`src/rtl/fifo_flex.sv`:
```
// Single-clock FIFO with arbitrary depth, standard or first-word fall-through
// read, fill count, almost-full/almost-empty thresholds, sticky error flags
// and a synchronous flush. Dropped accesses only raise the sticky flags.
module fifo_flex #(
  parameter int WORD_WDT   = 64,
  parameter int FIFO_DEPTH = 8,
  parameter int FWFT       = 0,
  parameter int AF_THRESH  = 6,
  parameter int AE_THRESH  = 1,
  localparam int CNT_WDT   = $clog2(FIFO_DEPTH + 1)
) (
  input  logic                clk,
  input  logic                rst_n,
  input  logic                flush,
  input  logic                fifo_wr,
  input  logic [WORD_WDT-1:0] in_word,
  output logic                fifo_full,
  output logic                fifo_almost_full,
  input  logic                fifo_rd,
  output logic [WORD_WDT-1:0] out_word,
  output logic                out_valid,
  output logic                fifo_empty,
  output logic                fifo_almost_empty,
  output logic [CNT_WDT-1:0]  fifo_cnt,
  output logic                err_ovf,
  output logic                err_udf
);

  localparam int PTR_WDT = (FIFO_DEPTH > 1) ? $clog2(FIFO_DEPTH) : 1;
  localparam logic [PTR_WDT-1:0] PTR_LAST = PTR_WDT'(FIFO_DEPTH - 1);
  localparam logic [CNT_WDT-1:0] CNT_FULL = CNT_WDT'(FIFO_DEPTH);
  localparam logic [CNT_WDT-1:0] CNT_AF   = CNT_WDT'(AF_THRESH);
  localparam logic [CNT_WDT-1:0] CNT_AE   = CNT_WDT'(AE_THRESH);

  if (FIFO_DEPTH < 2 || AE_THRESH < 0 || AE_THRESH >= AF_THRESH || AF_THRESH > FIFO_DEPTH)
  begin : g_bad_param
    $error("fifo_flex: need FIFO_DEPTH>=2 and 0 <= AE_THRESH < AF_THRESH <= FIFO_DEPTH");
  end

  logic [WORD_WDT-1:0] mem_q [FIFO_DEPTH];

  logic [PTR_WDT-1:0]  wr_ptr_q, wr_ptr_d;
  logic [PTR_WDT-1:0]  rd_ptr_q, rd_ptr_d;
  logic [CNT_WDT-1:0]  cnt_q, cnt_d;
  logic [WORD_WDT-1:0] rd_word_q, rd_word_d;
  logic                rd_valid_q, rd_valid_d;
  logic                ovf_q, ovf_d;
  logic                udf_q, udf_d;

  logic wr_acc;
  logic rd_acc;

  // Flags depend only on the registered count.
  assign fifo_full         = (cnt_q == CNT_FULL);
  assign fifo_empty        = (cnt_q == '0);
  assign fifo_almost_full  = (cnt_q >= CNT_AF);
  assign fifo_almost_empty = (cnt_q <= CNT_AE);
  assign fifo_cnt          = cnt_q;
  assign err_ovf           = ovf_q;
  assign err_udf           = udf_q;

  // Flush swallows any access in the same cycle, so it gates acceptance here.
  assign wr_acc = fifo_wr & ~fifo_full  & ~flush;
  assign rd_acc = fifo_rd & ~fifo_empty & ~flush;

  // Next-state: pointers wrap by explicit compare since depth need not be 2^n.
  always_comb begin
    wr_ptr_d   = wr_ptr_q;
    rd_ptr_d   = rd_ptr_q;
    cnt_d      = cnt_q;
    rd_word_d  = rd_word_q;
    rd_valid_d = 1'b0;
    ovf_d      = ovf_q;
    udf_d      = udf_q;
    if (flush) begin
      wr_ptr_d = '0;
      rd_ptr_d = '0;
      cnt_d    = '0;
      ovf_d    = 1'b0;
      udf_d    = 1'b0;
    end else begin
      if (wr_acc) wr_ptr_d = (wr_ptr_q == PTR_LAST) ? '0 : wr_ptr_q + 1'b1;
      if (rd_acc) begin
        rd_ptr_d   = (rd_ptr_q == PTR_LAST) ? '0 : rd_ptr_q + 1'b1;
        rd_word_d  = mem_q[rd_ptr_q];
        rd_valid_d = 1'b1;
      end
      cnt_d = cnt_q + CNT_WDT'(wr_acc) - CNT_WDT'(rd_acc);
      if (fifo_wr & fifo_full)  ovf_d = 1'b1;
      if (fifo_rd & fifo_empty) udf_d = 1'b1;
    end
  end

  // Control and read-data registers with asynchronous reset.
  always_ff @(posedge clk or negedge rst_n) begin
    if (!rst_n) begin
      wr_ptr_q   <= '0;
      rd_ptr_q   <= '0;
      cnt_q      <= '0;
      rd_word_q  <= '0;
      rd_valid_q <= 1'b0;
      ovf_q      <= 1'b0;
      udf_q      <= 1'b0;
    end else begin
      wr_ptr_q   <= wr_ptr_d;
      rd_ptr_q   <= rd_ptr_d;
      cnt_q      <= cnt_d;
      rd_word_q  <= rd_word_d;
      rd_valid_q <= rd_valid_d;
      ovf_q      <= ovf_d;
      udf_q      <= udf_d;
    end
  end

  // Storage array is not reset; contents are meaningless after reset.
  always_ff @(posedge clk) begin
    if (wr_acc) mem_q[wr_ptr_q] <= in_word;
  end

  // FWFT shows the head word directly; it is forced to zero while empty so the
  // output is defined out of reset even though the array is not.
  if (FWFT != 0) begin : g_fwft
    assign out_word  = fifo_empty ? '0 : mem_q[rd_ptr_q];
    assign out_valid = ~fifo_empty;
  end else begin : g_std
    assign out_word  = rd_word_q;
    assign out_valid = rd_valid_q;
  end

`ifndef SYNTHESIS
  // Simulation-only sanity checks on count range and flag definedness.
  always @(posedge clk) begin
    if (rst_n) begin
      assert (cnt_q <= CNT_FULL) else $error("fifo_flex: count exceeds depth");
      assert (!$isunknown({fifo_full, fifo_empty, fifo_almost_full, fifo_almost_empty,
                           ovf_q, udf_q, out_valid}))
        else $error("fifo_flex: unknown value on a flag");
    end
  end
`endif

endmodule

```
`config.mk`:
```
export PLATFORM = sky130hd
export DESIGN_NAME = fifo_flex
export DESIGN_NICKNAME = d
export VERILOG_FILES = /design/src/rtl/fifo_flex.sv
export SDC_FILE = /design/constraint.sdc
export NUM_CORES = 1
export LEC_CHECK = 0
export CAP_MARGIN = 20
export CORE_ASPECT_RATIO = 1.5
export CORE_MARGIN = 1
export CORE_UTILIZATION = 29
export DETAILED_ROUTE_END_ITERATION = 12
export PLACE_DENSITY = 0.57
export RECOVER_POWER = 100
export SYNTH_ARGS = -nofsm -noshare
export SYNTH_HDL_FRONTEND = slang
export SYNTH_SLANG_ARGS = --single-unit
```
`constraint.sdc`:
```
create_clock -name clk -period 5.86 [get_ports clk]
set_input_delay 1.172 -clock clk [delete_from_list [all_inputs] [get_ports clk]]
set_output_delay 1.172 -clock clk [all_outputs]
set_load 0.1 [all_outputs]
```
==> flow_summary.toml, run 1 <==
[power_and_ir_drop]
p_leak_nw = 9.074
max-vdd-ir-drop_v = 0.0002301
p_total_w = 0.01248
power_density_nw_per_um2 = 466.2

[sta]
slew_headroom = -0.7619
slew_viol_final = 429
setup_viol = 0
worst_pin_slew_ns = 2.623
rsz0062_at_grt = "false"
hold_viol = 0
setup_tns_ns = 0
max_freq_ghz = 0.2080
skew_ns = 0.01640
fin_crit_sh = 0.8203
period_needed_ns = 4.807

[cells_and_area]
drive_gt1_frac = 0.07162
final_cells = 2503
fill_cells = 7142
final_cell_area_sq_um = 26760
area_delta_synth_final_pct = 19.03
final_cell_mix = "edfxtp_1, mux2i_1, dlygate4sd3_1"
final_common_cell = "edfxtp_1"
nets = 1535
fin_util = 0.3499

[min_path]
min_from = "out_word[23]"
whs_path_depth = 2
whs_endpoint = "out_word[23]"
hold_class = "flip-flop to flip-flop"

[critical_path]
critPathLaunch = "flush"
startpoint_type = "input pin"
r2r-start = "fifo_cnt[2]"
critPathRequiredTime_ns = 6.37
end_kind = "flip-flop"
worst-r2r-setup-slack_ns = 1.45
reg2reg_depth = 7
cp.arrival_ns = 5.32
path_max_fanout = 35
r2r-end = "mem_q[2][39]"
critPathKind = "input pin to flip-flop"

[place]
place_congestion = 0.7220
port_buffers = 143
post-place-cells = 2408
dp_hpwl_microns = 30430
place_area_sq_um = 25110

[clock_tree]
cts.clk_slew.worst_paths_ns = 0.07
htreeDepth = 2
cts_buffers = 50
clockBufferDepth = 3
clk_latency_ns = 0.59
cts-root-buf = "clkbuf_16"
clock_sinks = 589
post-cts-setup-buffers = 0
cts_tree = "yes"
cts_hold_buffers = 0
cts_resized = 0

[floorplan]
start_util = 0.2940
die_x_microns = 229.4
core_sq_um = 76490
fp.dieH_microns = 343.0
num_rows = 124
die_area_sq_um = 78680
io_pins = 144

[yosys]
synth_area_sq_um = 22490
synth_cell_types = 30
syn_inst = 1308
postSynthAreaPerCell_sq_um = 17.19
ys_seq_area_frac = 0.7695
synth-warning-count = 0
ys_ff_latch = 589
syn_nets = 1390

[route]
drt-pass1-iter-count = 5
drc = 0
drtIter0Drc = 603
wl_microns = 51950
routed-via-count = 11550
avgRoutedWirePerCell_microns = 20.76
ant_nets = 0
via_per_inst = 4.613

[global_routing]
grt_max_degree = 135
antenna_found_initial = 13
grt_pass1_wl_microns = 77780
globalRouteOverflowTotal = 0
grt_usage = 0.1308
grt_pass1_vias = 12100

[run_status]
violations = "capacitance limit, slew limit"
outcome = "complete, but fails checks"

[job]
drv_cap = 11
==> kinds of logic (layout without fill, tap and decap cells) <==
| kind of cell | after synthesis | count (layout) | share of synthesized area |
|---|---|---|---|
| compound gates | 138 | 138 | 0.04541 |
| xor+xnor | 2 | 2 | 0.0007792 |
| fa+ha+maj | 13 | 13 | 0.007568 |
| buf+inv | 80 | 266 | 0.01742 |
| flops | 589 | 589 | 0.7695 |
| mux | 259 | 259 | 0.1154 |
| other cells | 0 | 1 | 0 |
| simple gates | 227 | 227 | 0.04402 |
==> worst max-delay path: stages <==
cell	delay (ns)
dlygate4sd3_1	0.74
or3b_1	0.48
clkinvlp_2	0.90
clkbuf_1	1.60
nand3_1	0.23
nand2_1	0.15
==> flip-flops by register name (all words and copies together), names as in the netlist <==
signal / cells
mem_q: 512
out_word: 64
fifo_cnt: 4
rd_ptr_q: 3
wr_ptr_q: 3
err_ovf: 1
err_udf: 1
out_valid: 1
==> stage by stage <==
step	setup WS [ns]	hold slack, ns
after global routing	0.8529	0.4965
after floorplan	-0.08684	0.5388
after detailed placement	1.626	0.4667
final	1.053	0.4683
after global placement	1.643	0.4654
after CTS	1.825	0.4836
==> metal layers <==
metal  vias up  GRT usage  share of wire  wire length [microns]
met5         -          0         0.0010                     54
met2       216     0.2451           0.54                  27900
met1      5906     0.1503           0.40                  20890
met3        75    0.02202          0.038                   1970
li1       5342          -              -                      -
met4         8    0.04125          0.022                   1142
==> area by class of cell <==
type	instances	area [sq um]	area share
Clock buffer	62	1338	0.04998
Tap cell	1008	1261	0.04712
Timing Repair Buffer	165	1624	0.06068
Multi-Input combinational cell	639	4846	0.1811
Sequential cell	589	17310	0.6466
Clock inverter	31	355.3	0.01328
Antenna cell	1	2.502	0.00009350
Inverter	8	31.28	0.001169
==> cells in the mapped netlist <==
master    number  area, sq um
or3b_4         2        22.52
nor2b_1        4        25.02
xnor2_1        2        17.52
inv_2          1        3.750
buf_6          1        11.26
buf_2         34        170.2
fa_1           1        20.02
ha_1          12        150.1
and2_1         1        6.260
nor3b_1        1        7.510
or3_1          2        12.51
a22oi_1      128        960.9
nand2_1      132        495.5
inv_1          7        26.28
a21oi_1        7        35.03
or2_2          1        6.260
mux2_2         1        11.26
mux2i_1      258         2582
nor3_1         2        10.01
clkbuf_1      22        82.58
buf_4         11        82.58
nand2b_1       3        18.77
buf_1          4        15.01
a22o_1         2        17.52
nor2_1        14        52.55
a21o_1         1        7.510
nor3b_2        1        12.51
dfrtp_1       77         1927
edfxtp_1     512        15370
nand3_1       64        320.3
==> worst max path at each step <==
stage                   endpoint  slack (ns)
detailed placement   fifo_cnt[2]        1.63
finish              out_word[51]        1.05
global placement     fifo_cnt[2]        1.64
CTS                   fifo_empty        1.83
floorplan            mem_q[7][0]       -0.09
global route        out_word[38]        0.85
==> where the power goes <==
| part | switching [W] | internal [W] | total [W] |
|---|---|---|---|
| Sequential | 0.000270 | 0.00490 | 0.00517 |
| Clock | 0.00149 | 0.00194 | 0.00343 |
| Combinational | 0.00286 | 0.00101 | 0.00388 |
No activity file was read; power rests on OpenSTA's default activity.
==> run 2, diff against run 1 <==
Settings changed: PLACE_DENSITY 0.57 to 0.56.
Clock period 5.86 ns to 4.85 ns, I/O delays scaled along.
==> run 2 against run 1 <==
The flow still finishes with violations (capacitance limit, slew limit). Sequential power up 20%. Clock power up 15%. Combinational power up 21%. Die area unchanged. Global-route usage about the same. Final cell count up 0.56%. Clock skew up 0.015 ns. Design area about the same. Wire length about the same. Via count up 0.99%. Critical path type unchanged. Largest power group unchanged.
==> flow_summary.toml, run 2 (synthesis gave the netlist of run 1 again) <==
[clock_tree]
clock_sinks = 589
clk_latency_ns = 0.59
cts.clk_slew.worst_paths_ns = 0.06
cts_buffers = 51
htreeDepth = 2
clockBufferDepth = 3
cts-root-buf = "clkbuf_16"
cts_hold_buffers = 0
cts_tree = "yes"
post-cts-setup-buffers = 0
cts_resized = 0

[power_and_ir_drop]
max-vdd-ir-drop_v = 0.0003005
p_total_w = 0.01485
power_density_nw_per_um2 = 555.3
p_leak_nw = 9.074

[sta]
skew_ns = 0.03124
setup_viol = 0
hold_viol = 0
slew_viol_final = 435
slew_headroom = -0.4880
worst_pin_slew_ns = 2.232
setup_tns_ns = 0
period_needed_ns = 4.024
max_freq_ghz = 0.2485
rsz0062_at_grt = "false"
fin_crit_sh = 0.8298

[global_routing]
grt_usage = 0.1311
grt_use_met3 = 0.02427
antenna_found_initial = 17
grt_pass1_wl_microns = 77680
globalRouteOverflowTotal = 0
grt_use_met1 = 0.1473
grt_pass1_vias = 12220
grtUsageMet2 = 0.2442
top_usage_layer = "met2"
grt_max_degree = 73

[floorplan]
num_rows = 124
fp.dieH_microns = 343.0
start_util = 0.2940
die_x_microns = 229.4
die_area_sq_um = 78680
io_pins = 144
core_sq_um = 76490

[critical_path]
critPathKind = "input pin to flip-flop"
end_kind = "flip-flop"
reg2reg_depth = 7
startpoint_type = "input pin"
cp.arrival_ns = 4.21
worst-r2r-setup-slack_ns = 0.87
critPathRequiredTime_ns = 5.04
path_max_fanout = 15
r2r-start = "fifo_cnt[2]"
r2r-end = "mem_q[0][29]"

[run_status]
outcome = "complete, but fails checks"
violations = "capacitance limit, slew limit"

[route]
wl_microns = 51990
ant_nets = 0
drtIter0Drc = 714
drt-pass1-iter-count = 5
routed-via-count = 11660
drc = 0
via_per_inst = 4.633
avgRoutedWirePerCell_microns = 20.66

[cells_and_area]
multi_input_area_sq_um = 4851
area_delta_synth_final_pct = 18.92
nets = 1546
drive_gt1_frac = 0.07432
fill_cells = 7200
final_cells = 2517
ff_latch_area_sq_um = 17310
largest_register_ffs = 512
regMostFlops = "mem_q"
final_cell_mix = "edfxtp_1, mux2i_1, dlygate4sd3_1"
final_common_cell = "edfxtp_1"

[job]
drv_cap = 11

[place]
place_congestion = 0.7234
post-place-cells = 2419
port_buffers = 143
dp_hpwl_microns = 30300

[min_path]
hold_class = "input pin to async pin"
==> run 2: cell types whose count changed in the layout (fill, tap and decap cells not counted), sizes merged, moves of 2 or more <==
| cell | previous run | this run |
|---|---|---|
| buf | 14 | 18 |
| bufinv | 7 | 2 |
| clkbuf | 71 | 85 |
| clkinv | 18 | 21 |
| clkinvlp | 5 | 3 |
==> run 2: metal layers <==
layer / wire length, microns / vias to the layer above / share of wire
met3: 2154 / 100 / 0.041
met2: 27660 / 230 / 0.53
li1: - / 5369 / -
met1: 20550 / 5948 / 0.40
met5: 78 / - / 0.0015
met4: 1546 / 14 / 0.030
==> run 2: per-stage QoR <==
stage                     instance area [sq um]  hold WS (ns)  worst slack [ns]    util
after floorplan                           22540        0.5388            0.1546       -
after detailed placement                  25280        0.4636             1.103  0.3305
final                                     26740        0.4597            0.8256  0.3496
after global placement                    25280        0.4616             1.143  0.3305
after CTS                                 26880        0.4800             1.009  0.3515
after global routing                      26740        0.4918            0.6518  0.3496
==> run 2: cell type report <==
class | instances | area share
Tap cell | 1008 | 0.04717
Sequential cell | 589 | 0.6472
Inverter | 8 | 0.001170
Multi-Input combinational cell | 639 | 0.1814
Clock buffer | 70 | 0.05269
Timing Repair Buffer | 175 | 0.06294
Clock inverter | 26 | 0.007253
Antenna cell | 2 | 0.0001872
==> run 2: power breakdown <==
group,switching [W],internal [W]
combinational,0.00346,0.00123
sequential,0.000309,0.00592
clock,0.00179,0.00215
total,0.00556,0.00929
==> run 2: critical path: stages <==
cell,delay (ns)
dlygate4sd3_1,0.72
or3_1,0.54
nor3_2,1.15
clkbuf_1,0.82
==> run 2: worst max-delay path by stage <==
stage / endpoint / from / cells past startpoint / slack, ns
2_1_floorplan: mem_q[4][0] / fifo_cnt[2] / 7 / 0.15
3_3_place_gp: mem_q[0][41] / flush / 4 / 1.14
3_5_place_dp: mem_q[0][49] / flush / 4 / 1.10
4_1_cts: fifo_empty / fifo_cnt[2] / 4 / 1.01
5_1_grt: mem_q[0][56] / fifo_cnt[2] / 7 / 0.65
6_report: mem_q[0][29] / flush / 4 / 0.83
==> run 3, diff against run 2 <==
Clock period 4.85 ns to 3.8 ns, I/O delays scaled along.
==> run 3 against run 2 <==
The run still ends with capacitance limit, slew limit left. Final cell count increased by 0.16%. Total power is 28% higher. Critical path type is now flip-flop to output pin. Flip-flop and latch count unchanged. Clock skew fell by 0.0056 ns. Critical path depth did not move. Sequential share of layout area down 0.31 points.
==> flow_summary.toml, run 3 (synthesis gave the netlist of run 1 again) <==
[run_status]
outcome = "complete, but fails checks"
violations = "capacitance limit, slew limit"

[route]
routed-via-count = 11660
drt-pass1-iter-count = 5
avgRoutedWirePerCell_microns = 20.48
ant_nets = 0
via_per_inst = 4.626
drc = 0
wl_microns = 51630
drtIter0Drc = 716

[clock_tree]
cts_tree = "yes"
cts-root-buf = "clkbuf_16"
htreeDepth = 2
cts_buffers = 49
cts_resized = 0
cts.clk_slew.worst_paths_ns = 0.07
clock_sinks = 589
clk_latency_ns = 0.59
cts_hold_buffers = 0
post-cts-setup-buffers = 0
clockBufferDepth = 3

[power_and_ir_drop]
p_leak_nw = 9.122
max-vdd-ir-drop_v = 0.0003292
p_total_w = 0.01902
power_density_nw_per_um2 = 707.5

[critical_path]
cp.arrival_ns = 2.54
critPathRequiredTime_ns = 3.04
end_kind = "output pin"
slowest_stage = "clkbuf_1"
crit_family = "buffers and inverters"
cp_num_buf_inv = 2
cp_slowest_stage_delay_ns = 0.88
critPathKind = "flip-flop to output pin"
startpoint_type = "flip-flop"
cp_cell_sequence = "clkinvlp_2 -> ha_1 -> a21oi_1 -> clkbuf_1"
path_max_fanout = 4

[place]
place_area_sq_um = 25430
dp_hpwl_microns = 29820
port_buffers = 143
place_congestion = 0.7126

[global_routing]
grt_pass1_vias = 12290
antenna_found_initial = 19
grt_max_degree = 69
globalRouteOverflowTotal = 0
grt_pass1_wl_microns = 77850
grt_usage = 0.1313

[sta]
fin_crit_sh = 0.8673
rsz0062_at_grt = "false"
skew_ns = 0.02564
slew_viol_final = 62
setup_viol = 0
hold_viol = 0
period_needed_ns = 3.296
slew_headroom = -0.3063
max_freq_ghz = 0.3034
worst_pin_slew_ns = 1.959

[cells_and_area]
drive_gt1_frac = 0.08488
regMostFlops = "mem_q"
largest_register_ffs = 512
final_common_cell = "edfxtp_1"
nets = 1549
final_cell_mix = "edfxtp_1, mux2i_1, dlygate4sd3_1"
area_delta_synth_final_pct = 19.55
final_cell_area_sq_um = 26880

[floorplan]
start_util = 0.2940
die_area_sq_um = 78680
io_pins = 144
core_sq_um = 76490
num_rows = 124
die_x_microns = 229.4
fp.dieH_microns = 343.0

[job]
drv_cap = 1

[min_path]
hold_class = "flip-flop to flip-flop"
run 3: cell count changes in the layout (fill, tap and decap cells not counted), moves of 3 or more:
cell	delta
clkbuf_4	+4
dfrtp_2	+3
diode_2	+3
dfrtp_1	-4
buf_12	+7
dlygate4sd3_1	-6
clkinv_1	-4
run 3: path summary, 6_finish.rpt:
kind / from / to / slack (ns) / depth (start not counted)
max reg2reg: fifo_cnt[2] / mem_q[2][32] / 0.63 / 7
min: out_word[28] / out_word[28] / 0.47 / 2
min in group asynchronous: rst_n / out_word[1] / 0.72 / 1
max: fifo_cnt[2] / fifo_almost_empty / 0.50 / 4
min reg2reg: out_word[28] / out_word[28] / 0.47 / 2
max in group asynchronous: rst_n / out_word[33] / 1.11 / 2
run 3: tightest hold or removal path, stage by stage, from the launching register on:
cell	delay, ns
dfrtp_1	0.34
nand2_1	0.05
nand2_1	0.05
run 3: area by class of cell:
cell class | count | area (sq um)
Clock inverter | 22 | 190.2
Clock buffer | 70 | 1419
Multi-Input combinational cell | 639 | 4857
Tap cell | 1008 | 1261
Antenna cell | 5 | 12.51
Fill cell | 7144 | 49610
Sequential cell | 589 | 17310
Inverter | 8 | 32.53
Timing Repair Buffer | 180 | 1795
run 3: per-layer routing:
metal,wire length [microns],GRT usage,vias up
met1,20180,0.1446,5982
met3,2078,0.02651,87
met5,116,0,-
met4,1454,0.04833,18
li1,-,-,5381
met2,27790,0.2470,194
run 3: through the flow:
step	TNS [ns]	instances	setup slack, ns	hold slack, ns	util
global route	0	2520	0.3971	0.4959	0.3514
finish	0	2521	0.5044	0.4669	0.3514
floorplan	-11.11	1308	-0.1103	0.4644	-
global placement	0	2424	0.6644	0.4627	0.3325
detailed placement	0	2424	0.6534	0.4619	0.3325
CTS	0	2516	0.7816	0.3587	0.3535
run 3: where the power goes:
| group | internal, W | switching (W) | total [W] |
|---|---|---|---|
| combinational | 0.00157 | 0.00446 | 0.00603 |
| clock | 0.00281 | 0.00224 | 0.00506 |
| sequential | 0.00755 | 0.000382 | 0.00793 |
| total | 0.0119 | 0.00708 | 0.0190 |
